## config.mk

```make
export PLATFORM = sky130hd
export DESIGN_NAME = clock_divider_prog_flat
export DESIGN_NICKNAME = d
export VERILOG_FILES = /design/src/rtl/clock_divider_prog_if.sv /design/src/rtl/clock_divider_prog.sv /design/src/flat_wrapper.sv
export SDC_FILE = /design/constraint.sdc
export NUM_CORES = 1
export LEC_CHECK = 0
export ABC_AREA = 1
export BUFFER_PORTS_ARGS = -buffer_cell sky130_fd_sc_hd__buf_2
export CORE_ASPECT_RATIO = 0.5
export CORE_MARGIN = 2
export CORE_UTILIZATION = 45
export DETAILED_ROUTE_END_ITERATION = 7
export MAX_ROUTING_LAYER = met4
export SLEW_MARGIN = 30
export SYNTH_ARGS = -nofsm -noshare
export SYNTH_HDL_FRONTEND = slang
export SYNTH_SLANG_ARGS = --single-unit
export TNS_END_PERCENT = 100
```

## constraint.sdc

```tcl
create_clock -name clock_in -period 10.95 [get_ports clock_in]
set_input_delay 2.19 -clock clock_in [delete_from_list [all_inputs] [get_ports clock_in]]
set_output_delay 2.19 -clock clock_in [all_outputs]
set_load 0.01 [all_outputs]
```

## src/rtl/clock_divider_prog_if.sv

```systemverilog
// clock_divider_prog_if: control and output bundle for clock_divider_prog
// master drives enable/load/div_in/high_in (and sync_in when CLKDIV_SYNC_EN is defined),
// and receives clock_out/tick/update_pending; slave is the divider side.
interface clock_divider_prog_if #(parameter int WIDTH = 28);
    logic             enable;
    logic             load;
    logic [WIDTH-1:0] div_in;
    logic [WIDTH-1:0] high_in;
    logic             clock_out;
    logic             tick;
    logic             update_pending;
`ifdef CLKDIV_SYNC_EN
    logic             sync_in;
    modport master (output enable, load, div_in, high_in, sync_in,
                    input clock_out, tick, update_pending);
    modport slave (input enable, load, div_in, high_in, sync_in,
                   output clock_out, tick, update_pending);
`else
    modport master (output enable, load, div_in, high_in,
                    input clock_out, tick, update_pending);
    modport slave (input enable, load, div_in, high_in,
                   output clock_out, tick, update_pending);
`endif
endinterface

```

## src/rtl/clock_divider_prog.sv

```systemverilog
// clock_divider_prog: programmable clock divider with period-start tick and glitch-free updates
// Ports: clock_in (rising-edge clock), reset (async, active high), bus (slave modport):
//   enable, load, div_in, high_in in; clock_out, tick, update_pending out.
// Optional macro CLKDIV_SYNC_EN adds bus.sync_in: a rising edge restarts the period.
module clock_divider_prog #(
    parameter int WIDTH        = 28,
    parameter int DEFAULT_DIV  = 20000000,
    parameter int DEFAULT_HIGH = 10000000
) (
    input logic                  clock_in,
    input logic                  reset,
    clock_divider_prog_if.slave  bus
);
    localparam logic [WIDTH-1:0] DEF_DIV  = WIDTH'(DEFAULT_DIV);
    localparam logic [WIDTH-1:0] DEF_HIGH = WIDTH'(DEFAULT_HIGH);
    localparam logic [WIDTH-1:0] MIN_DIV  = WIDTH'(2);
    logic [WIDTH-1:0] cnt, active_div, active_high, pend_div, pend_high, load_div;
    logic             pending, wrap, restart, boundary;
    assign load_div = bus.div_in < MIN_DIV ? MIN_DIV : bus.div_in;
    assign wrap     = cnt == active_div - WIDTH'(1);
`ifdef CLKDIV_SYNC_EN
    logic sync_q;
    always_ff @(posedge clock_in or posedge reset)
        if (reset) sync_q <= 1'b0;
        else       sync_q <= bus.sync_in;
    assign restart = wrap || (bus.sync_in && !sync_q);
`else
    assign restart = wrap;
`endif
    // while disabled every edge is a boundary, so pending values apply at once
    assign boundary           = !bus.enable || restart;
    assign bus.update_pending = pending;
    always_ff @(posedge clock_in or posedge reset) begin
        if (reset) begin
            cnt           <= '0;
            active_div    <= DEF_DIV;
            active_high   <= DEF_HIGH;
            pend_div      <= '0;
            pend_high     <= '0;
            pending       <= 1'b0;
            bus.clock_out <= 1'b0;
            bus.tick      <= 1'b0;
        end else begin
            cnt           <= (bus.enable && !restart) ? cnt + WIDTH'(1) : '0;
            bus.clock_out <= bus.enable && (cnt < active_high);
            bus.tick      <= bus.enable && (cnt == '0);
            if (bus.load) begin
                pend_div  <= load_div;
                pend_high <= bus.high_in;
            end
            // a load on the boundary edge bypasses the pending registers
            if (boundary && (bus.load || pending)) begin
                active_div  <= bus.load ? load_div : pend_div;
                active_high <= bus.load ? bus.high_in : pend_high;
            end
            pending <= !boundary && (bus.load || pending);
        end
    end
endmodule

```

## src/flat_wrapper.sv

```systemverilog
// flat-port wrapper written by rule: the top's interface ports become plain ports
module clock_divider_prog_flat 
#(
    parameter int WIDTH        = 28,
    parameter int DEFAULT_DIV  = 20000000,
    parameter int DEFAULT_HIGH = 10000000
)
  (clock_in, reset, bus_enable, bus_load, bus_div_in, bus_high_in, bus_clock_out, bus_tick, bus_update_pending);
  clock_divider_prog_if #(.WIDTH(WIDTH)) bus_i ();
  input logic clock_in;
  input logic reset;
  input wire logic [$bits(bus_i.enable)-1:0] bus_enable;
  input wire logic [$bits(bus_i.load)-1:0] bus_load;
  input wire logic [$bits(bus_i.div_in)-1:0] bus_div_in;
  input wire logic [$bits(bus_i.high_in)-1:0] bus_high_in;
  output wire logic [$bits(bus_i.clock_out)-1:0] bus_clock_out;
  output wire logic [$bits(bus_i.tick)-1:0] bus_tick;
  output wire logic [$bits(bus_i.update_pending)-1:0] bus_update_pending;
  assign bus_i.enable = bus_enable;
  assign bus_i.load = bus_load;
  assign bus_i.div_in = bus_div_in;
  assign bus_i.high_in = bus_high_in;
  assign bus_clock_out = bus_i.clock_out;
  assign bus_tick = bus_i.tick;
  assign bus_update_pending = bus_i.update_pending;
  clock_divider_prog #(.WIDTH(WIDTH), .DEFAULT_DIV(DEFAULT_DIV), .DEFAULT_HIGH(DEFAULT_HIGH)) u_core (.clock_in(clock_in), .reset(reset), .bus(bus_i));
endmodule
```

# Yosys cells after proc, flatten, opt, wreduce, memory -nomap -nowiden
# Index checks and enable logic that the tools add are counted.
dict set report word_totals {
  mem_bits_ro 0
  regBits 143
  out_inout_bits 3
  latch_bits 0
  in_bits 60
  mem_bits_rw 0
  word_cells 28
  n_memories 0
}
dict set report classes {
  muxes 4
  order_cmp 2
  bitwise_logic 0
  shifts 0
  multipliers 0
  n_div 0
  eq_ne 1
  reduce_logical 11
  n_addsub 2
}
# operator count
set op_table {}
lappend op_table {{$mux W28} 4}
lappend op_table {{$add A28 B1 Y28 const B} 1}
lappend op_table {{$eq A28 B28 Y1} 1}
lappend op_table {{$logic_not A28 Y1} 1}
lappend op_table {{$lt A28 B2 Y1 const B} 1}
lappend op_table {{$lt A28 B28 Y1} 1}
lappend op_table {{$sub A28 B1 Y28 const B} 1}
lappend op_table {{$logic_and A1 B1 Y1} 5}
lappend op_table {{$logic_not A1 Y1} 3}
lappend op_table {{$logic_or A1 B1 Y1} 2}

# Depth between registers and ports, before layout
# Gate-level depths: netlist of the first run.
dict set report depth {
  depth_word 5
  depth_mapped 19
  ltp_nobuf 16
}

# Worst setup path after synthesis of the first run
# OpenSTA, ideal clock, no wires.
dict set report synth_path {
  path_kind {input port to flip-flop}
  from {input port bus_load}
  to {register u_core.active_div[19]}
  arrival_time_ps 3094
  path_stages 7
  path_buffers 2
  setup_slack_ps 7790
  setup_time_ps 66
  required_time_ps 10884
  path_cell_list {inv_1 -> clkbuf_1 -> buf_1 -> nand2_1 -> nand2_1 -> nand3_1 -> nand2_1}
}
dict set report synth_between {
  elab_chain_len 2
  elab_cells_between_ends 3
  cone_classes {mux: 1; reduce/logical: 2}
}
# element line
set synth_lines {}
lappend synth_lines {{start, declared} flat_wrapper.sv:13} ;# input wire logic [$bits(bus_i.load)-1:0] bus_load;
lappend synth_lines {{$logic_or A1 B1 Y1} clock_divider_prog.sv:52} ;# if (boundary && (bus.load || pending)) begin
lappend synth_lines {{$logic_and A1 B1 Y1} clock_divider_prog.sv:52}
lappend synth_lines {{end signal, assigned} clock_divider_prog.sv:53} ;# active_div <= bus.load ? load_div : pend_div;
lappend synth_lines {{end, declared} clock_divider_prog.sv:17} ;# logic [WIDTH-1:0] cnt, active_div, active_high, pend_div, pend_high, load_div;
# Parallel ways exist; a longest one is shown, timed or not.
# A chain may end at the register's enable or synchronous reset.

# Worst setup path after layout of the first run
dict set report layout_path {
  from {register u_core.active_div[0]}
  to {register u_core.active_div[26]}
}
dict set report layout_between {
  elab_chain_len 4
}
# element line
set layout_lines {}
lappend layout_lines {{$sub A28 B1 Y28} clock_divider_prog.sv:20} ;# assign wrap = cnt == active_div - WIDTH'(1);
lappend layout_lines {{$eq A28 B28 Y1} clock_divider_prog.sv:20}
lappend layout_lines {{$logic_or A1 B1 Y1} clock_divider_prog.sv:31} ;# assign boundary = !bus.enable || restart;
lappend layout_lines {{$logic_and A1 B1 Y1} clock_divider_prog.sv:52}
# No other way between the ends.

==> results of run 1 <==
layer usage:
metal  part of all wire, %  global-route usage (%)
met4                   1.3                   6.746
met1                    51                   32.58
met5                     0                       -
met3                   4.0                   3.973
met2                    44                   33.69
synthesized netlist by cell type:
library cell,instances,area share (%)
a211oi_1,1,0.095
nor2_4,2,0.29
o21a_1,1,0.095
nand3_1,94,6.0
a21oi_1,17,1.1
inv_1,93,4.4
a31oi_1,1,0.079
nor4_1,12,0.95
o21ai_0,4,0.25
o21bai_1,1,0.095
o2111ai_1,1,0.11
nor3_2,1,0.13
o211ai_1,1,0.095
buf_1,1,0.048
ha_1,30,4.8
o221ai_1,2,0.22
buf_4,1,0.095
a21boi_0,1,0.095
xnor2_1,11,1.2
nor4b_1,1,0.11
nor3_1,17,1.1
dfrtp_1,127,40
clkbuf_1,17,0.81
nor2_2,3,0.24
nand3b_1,6,0.57
dfstp_2,16,5.3
and3_1,2,0.16
buf_2,6,0.38
or2_2,1,0.079
nor2_1,100,4.8
buf_6,10,1.4
nand4_1,18,1.4
nand2_1,417,20
xor2_1,31,3.4
worst max-delay path: cells and delay by family, from the launching register on:
family	cells	cell delay [ns]
simple gates	13	2.16
fa+ha+maj	1	0.20
buf+inv	3	1.20
flops	1	0.42
kinds of logic after synthesis:
kind of cell	after synthesis	synth area share [%]
buffers and inverters	128	7.182
adder cells (fa/ha/maj)	30	4.757
flip-flops	143	45.60
AO/OA/AOI/OAI	30	2.220
XOR/XNOR	42	4.661
AND/OR/NAND/NOR	674	35.58
worst max-delay path by stage:
stage,slack [ns],end,startpoint,cells after the start
3_5_place_dp,6.30,u_core.active_div[26],bus_load,8
2_1_floorplan,4.95,u_core.active_div[0],reset,1
5_1_grt,6.39,u_core.active_div[17],u_core.active_div[0],17
4_1_cts,6.73,u_core.active_div[26],bus_load,8
3_3_place_gp,6.41,u_core.active_div[18],bus_load,8
6_report,6.79,u_core.active_div[26],u_core.active_div[0],17
final cells by class:
cell class	count	share of cell area [%]
clock buffers	19	4.841
clock inverters	13	1.973
inverters	93	3.960
multi-input cells	776	41.78
flip-flops and latches	143	40.24
well taps	234	3.274
repair buffers	67	3.932
where the power goes:
group	switching, uW	internal, uW
logic	148	80.5
clock network	242	364
registers	41.0	586
total	431	1030
through the flow:
stage	hold slack, ns	power (uW)	setup slack [ns]	instances
after detailed placement	0.4591	864.7	6.296	1313
after global routing	0.4831	1543	6.393	1345
final	0.4668	1461	6.794	1345
after floorplan	0.4364	799.6	4.949	1047
after global placement	0.4509	856.6	6.410	1313
after CTS	0.4706	1475	6.733	1345
flip-flops by register name, indices dropped and copies added (netlist names):
signal                     flops
u_core.bus.tick                1
u_core.pend_div               28
u_core.active_high            28
u_core.bus.clock_out           1
u_core.bus.update_pending      1
u_core.cnt                    28
u_core.active_div             28
u_core.pend_high              28
==> results.cfg, run 1 <==
[critical_path]
path_common_cell = nand2_1
reg2reg_depth = 17
crit_required_ns = 11.26
worst_ep_arrival_time_ns = 4.46
cell_chain_of_the_critical_path = inv_1 > ha_1 > nand3_1 > nor2_1 > nand3_1 > nand2_1 > nand2_1 > nor2_1 > nand2_1 > nor2_1 > nand3_1 > nand2_2 > buf_4 > nand2_1 > buf_4 > nand2_1 > nand2_1
crit_slowest_cell = buf_4
critical_path_class = flip-flop to flip-flop
timing.critical_path.from_type = flip-flop
critPathMaxStageDelay_ns = 0.69
rr_startpoint = u_core.active_div[0]
critical_path_peak_fanout = 85
worst-r2r-setup-slack_ns = 6.79
critical_path.reg2reg.endpoint = u_core.active_div[26]
cp-end-kind = flip-flop

[clock_network]
clock_sink_count = 143
skew_pair_late_insertion_delay_ns = 0.43
htree_num_levels = 4
clockRootBuffer = clkbuf_16
holdBufCountCts = 0
tritoncts = built
numCtsBuffers = 17
cts.repair.resized = 0
clk_path_buf_depth = 2
cts.repair_timing.setup_buffer_count = 0
clkTransAtPathRegs_ns = 0.07

[place]
dpl_cell_area_um2 = 8324
io_buffers = 62
dp.final_hpwl_um = 14220
rd_place_congestion = 0.8787

[synthesis]
synthesized_instance_count = 1047
post_synth_num_cell_types = 34
count_of_yosys_warnings_during_synthesis = 0
syn_area_um2 = 7891
ys_seq_area_share_pct = 45.60
synth.avg_cell_area_um2 = 7.537
synth_seq_cells = 143
syn_nets = 1137

[global_routing]
vias_in_the_first_global_route = 6558
grt_pass1_wl_um = 32800
overflow = 0
grt_max_degree = 86
antenna_found_initial = 0
track_usage_pct = 22.96

[floorplan]
core_region_area_um2 = 17270
die_width_um = 191.3
initial_utilization_pct = 45.69
placementRows = 34
die-height_um = 97.64
num_io_pins = 63
die-area_um2 = 18680

[timing]
setup_tns_ns = 0
grt_setup_unrepaired = false
slew_viol_final = 0
fin_crit_ns = 4.156
total_of_endpoints_with_negative_setup_slack_in_the_final_report = 0
maxClockFrequency_mhz = 240.6
finalCritPeriodShare_pct = 37.95
timing_hold_violations_final = 0
worst-slew-pin-transition_ns = 0.8884
skew_ns = 0.01037
max_slew_margin_pct = 40.77

[detailed_routing]
route.detailed.drc = 0
first_iter_violations = 445
drt_via_density = 5.040
detailroute.via_count = 6779
detail_route.first_pass.iterations = 5
drt.antenna.violating_nets = 0
routedWlPerCell_um = 14.52
final_routed_wirelength_across_all_metal_layers_um = 19530

[final_layout]
regArea_um2 = 3598
final_design_area_no_fill_um2 = 8942
fill_cells = 1723
area_growth_syn_to_layout_pct = 13.32
layout_commonest_cell = nand2_1
nNetsFinal = 1188
antenna-diode-count = 0
drive_above_1_share_pct = 11.07
final_core_utilization_pct = 51.77
multiInputGateArea_um2 = 3736
layout_common_cells = nand2_1 (415), dfrtp_1 (127), nor2_1 (100)

[power_and_ir_drop]
cellLeakagePower_uw = 0.004684
irDropWorstVdd_mv = 0.1049
power-per-cell-area_nw_per_um2 = 163.4

[hold_path]
holdPathStages = 2
worst_hold_path.endpoint = u_core.active_high[12]
hold_start = u_core.active_high[12]
min-delay-path-class = flip-flop to flip-flop

[job]
drv.max_cap_violation_count = 0

[status]
status = finished, final reports clean
Note: power is estimated with default switching activity, not from simulation.
==> inputs of run 2 (changes only) <==
PLACE_DENSITY = 0.65   (was not set)
clock period = 3.66 ns   (was 10.95 ns; I/O delays follow)
==> results.cfg, run 2 (synthesis gave the netlist of run 1 again) <==
[status]
status = finished, final reports clean

[final_layout]
final_core_utilization_pct = 51.79
drive_above_1_share_pct = 11.24
fill_cells = 1720
area_growth_syn_to_layout_pct = 13.35
nNetsFinal = 1190
layout_common_cells = nand2_1 (415), dfrtp_1 (127), nor2_1 (100)
layout_commonest_cell = nand2_1
antenna-diode-count = 0
multiInputGateArea_um2 = 3731
regArea_um2 = 3598

[clock_network]
clockRootBuffer = clkbuf_16
htree_num_levels = 4
skew_pair_late_insertion_delay_ns = 0.42
cts.repair_timing.setup_buffer_count = 0
clk_path_buf_depth = 2
holdBufCountCts = 0
clkTransAtPathRegs_ns = 0.07
cts.repair.resized = 0
numCtsBuffers = 17
tritoncts = built
clock_sink_count = 143

[global_routing]
overflow = 0
grt_max_degree = 144
grt_pass1_wl_um = 33550
vias_in_the_first_global_route = 6497
antenna_found_initial = 0
track_usage_pct = 23.68

[critical_path]
critical_path_peak_fanout = 55
critPathMaxStageDelay_ns = 0.53
cp-end-kind = flip-flop
critical_path_class = flip-flop to flip-flop
path_common_cell = nand2_1
crit_required_ns = 4.02
crit_slowest_cell = nor2_1
timing.critical_path.from_type = flip-flop
worst_ep_arrival_time_ns = 3.32
cell_chain_of_the_critical_path = inv_1 > ha_1 > nand3_1 > nor2_1 > nand3_1 > nand2_1 > nand2_1 > nand2_1 > inv_1 > nand2_1 > nor2_1 > nand3_1 > nand2_2 > nand2_1 > buf_4 > nand2_1 > nand2_1

[detailed_routing]
routedWlPerCell_um = 14.88
final_routed_wirelength_across_all_metal_layers_um = 20030
route.detailed.drc = 0
detailroute.via_count = 6781
first_iter_violations = 372
drt_via_density = 5.038
detail_route.first_pass.iterations = 4
drt.antenna.violating_nets = 0

[place]
io_buffers = 62
rd_place_congestion = 0.8705
dp.final_hpwl_um = 14360

[timing]
total_of_endpoints_with_negative_setup_slack_in_the_final_report = 0
max_slew_margin_pct = 47.13
skew_ns = 0.01283
grt_setup_unrepaired = false
slew_viol_final = 0
fin_crit_ns = 2.962
setup_tns_ns = 0
timing_hold_violations_final = 0
maxClockFrequency_mhz = 337.7
worst-slew-pin-transition_ns = 0.7930
finalCritPeriodShare_pct = 80.92

[power_and_ir_drop]
p_switching_uw = 1302
comb_power_share_pct = 16.2
cell_internal_pwr_uw = 3012
cellLeakagePower_uw = 0.004674
pwr-share-clk_pct = 40.4
power-per-cell-area_nw_per_um2 = 482.3
seqPwrFrac_pct = 43.4
switching_share_pct = 30.18
irDropWorstVdd_mv = 0.3672

[floorplan]
num_io_pins = 63
die-height_um = 97.64
placementRows = 34
die_width_um = 191.3
initial_utilization_pct = 45.69
core_region_area_um2 = 17270
die-area_um2 = 18680

[hold_path]
min-delay-path-class = flip-flop to flip-flop

[job]
drv.max_cap_violation_count = 0
## run 2: worst max-delay path, delay by kind of cell, from the launching register on
| kind | cells | cell delay, ns |
|---|---|---|
| buffers and inverters | 3 | 0.67 |
| flip-flops | 1 | 0.41 |
| adder cells (fa/ha/maj) | 1 | 0.19 |
| AND/OR/NAND/NOR | 13 | 1.62 |
## run 2: metal layers
metal	up-vias	routed length (um)	track usage, %
li1	3422	-	-
met1	3191	9912	34.08
met2	152	8699	34.30
met3	16	1194	5.092
met4	0	222	5.089
met5	-	0	-
## run 2: power groups by stage
stage | sequential [uW] | clock [uW] | combinational, uW
floorplan | 1860 | 0 | 534
global placement | 1900 | 0 | 683
detailed placement | 1900 | 0 | 701
CTS | 1870 | 1760 | 708
global route | 1890 | 1850 | 823
finish | 1870 | 1740 | 699
## run 2: path summary, 6_finish.rpt
check,from,to,slack [ns],depth (start not counted)
max reg2reg,u_core.active_div[0],u_core.active_div[24],0.70,17
max in group asynchronous,reset,u_core.active_div[14],2.55,3
min,u_core.active_high[20],u_core.active_high[20],0.46,2
min in group asynchronous,reset,u_core.pend_high[0],0.48,3
max,u_core.active_div[0],u_core.active_div[24],0.70,17
min reg2reg,u_core.active_high[20],u_core.active_high[20],0.46,2
## run 2: layout make-up
cell class	count	area share, %
clock buffer	18	4.798
inverter	93	3.945
sequential	143	40.23
tap	234	3.273
timing repair buffer	69	4.336
clock inverter	13	1.707
multi-input combinational	776	41.71
## run 2: stage by stage
stage | instance area [um2] | total power, uW | instances | hold slack (ns) | setup WS, ns
2_1_floorplan | 7895 | 2393 | 1047 | 0.4364 | 1.150
4_1_cts | 8945 | 4342 | 1346 | 0.4667 | 0.6901
5_1_grt | 8945 | 4563 | 1346 | 0.4883 | 0.2608
6_report | 8945 | 4314 | 1346 | 0.4644 | 0.6985
3_3_place_gp | 8363 | 2580 | 1315 | 0.4499 | 0.7978
3_5_place_dp | 8363 | 2599 | 1315 | 0.4567 | 0.7095
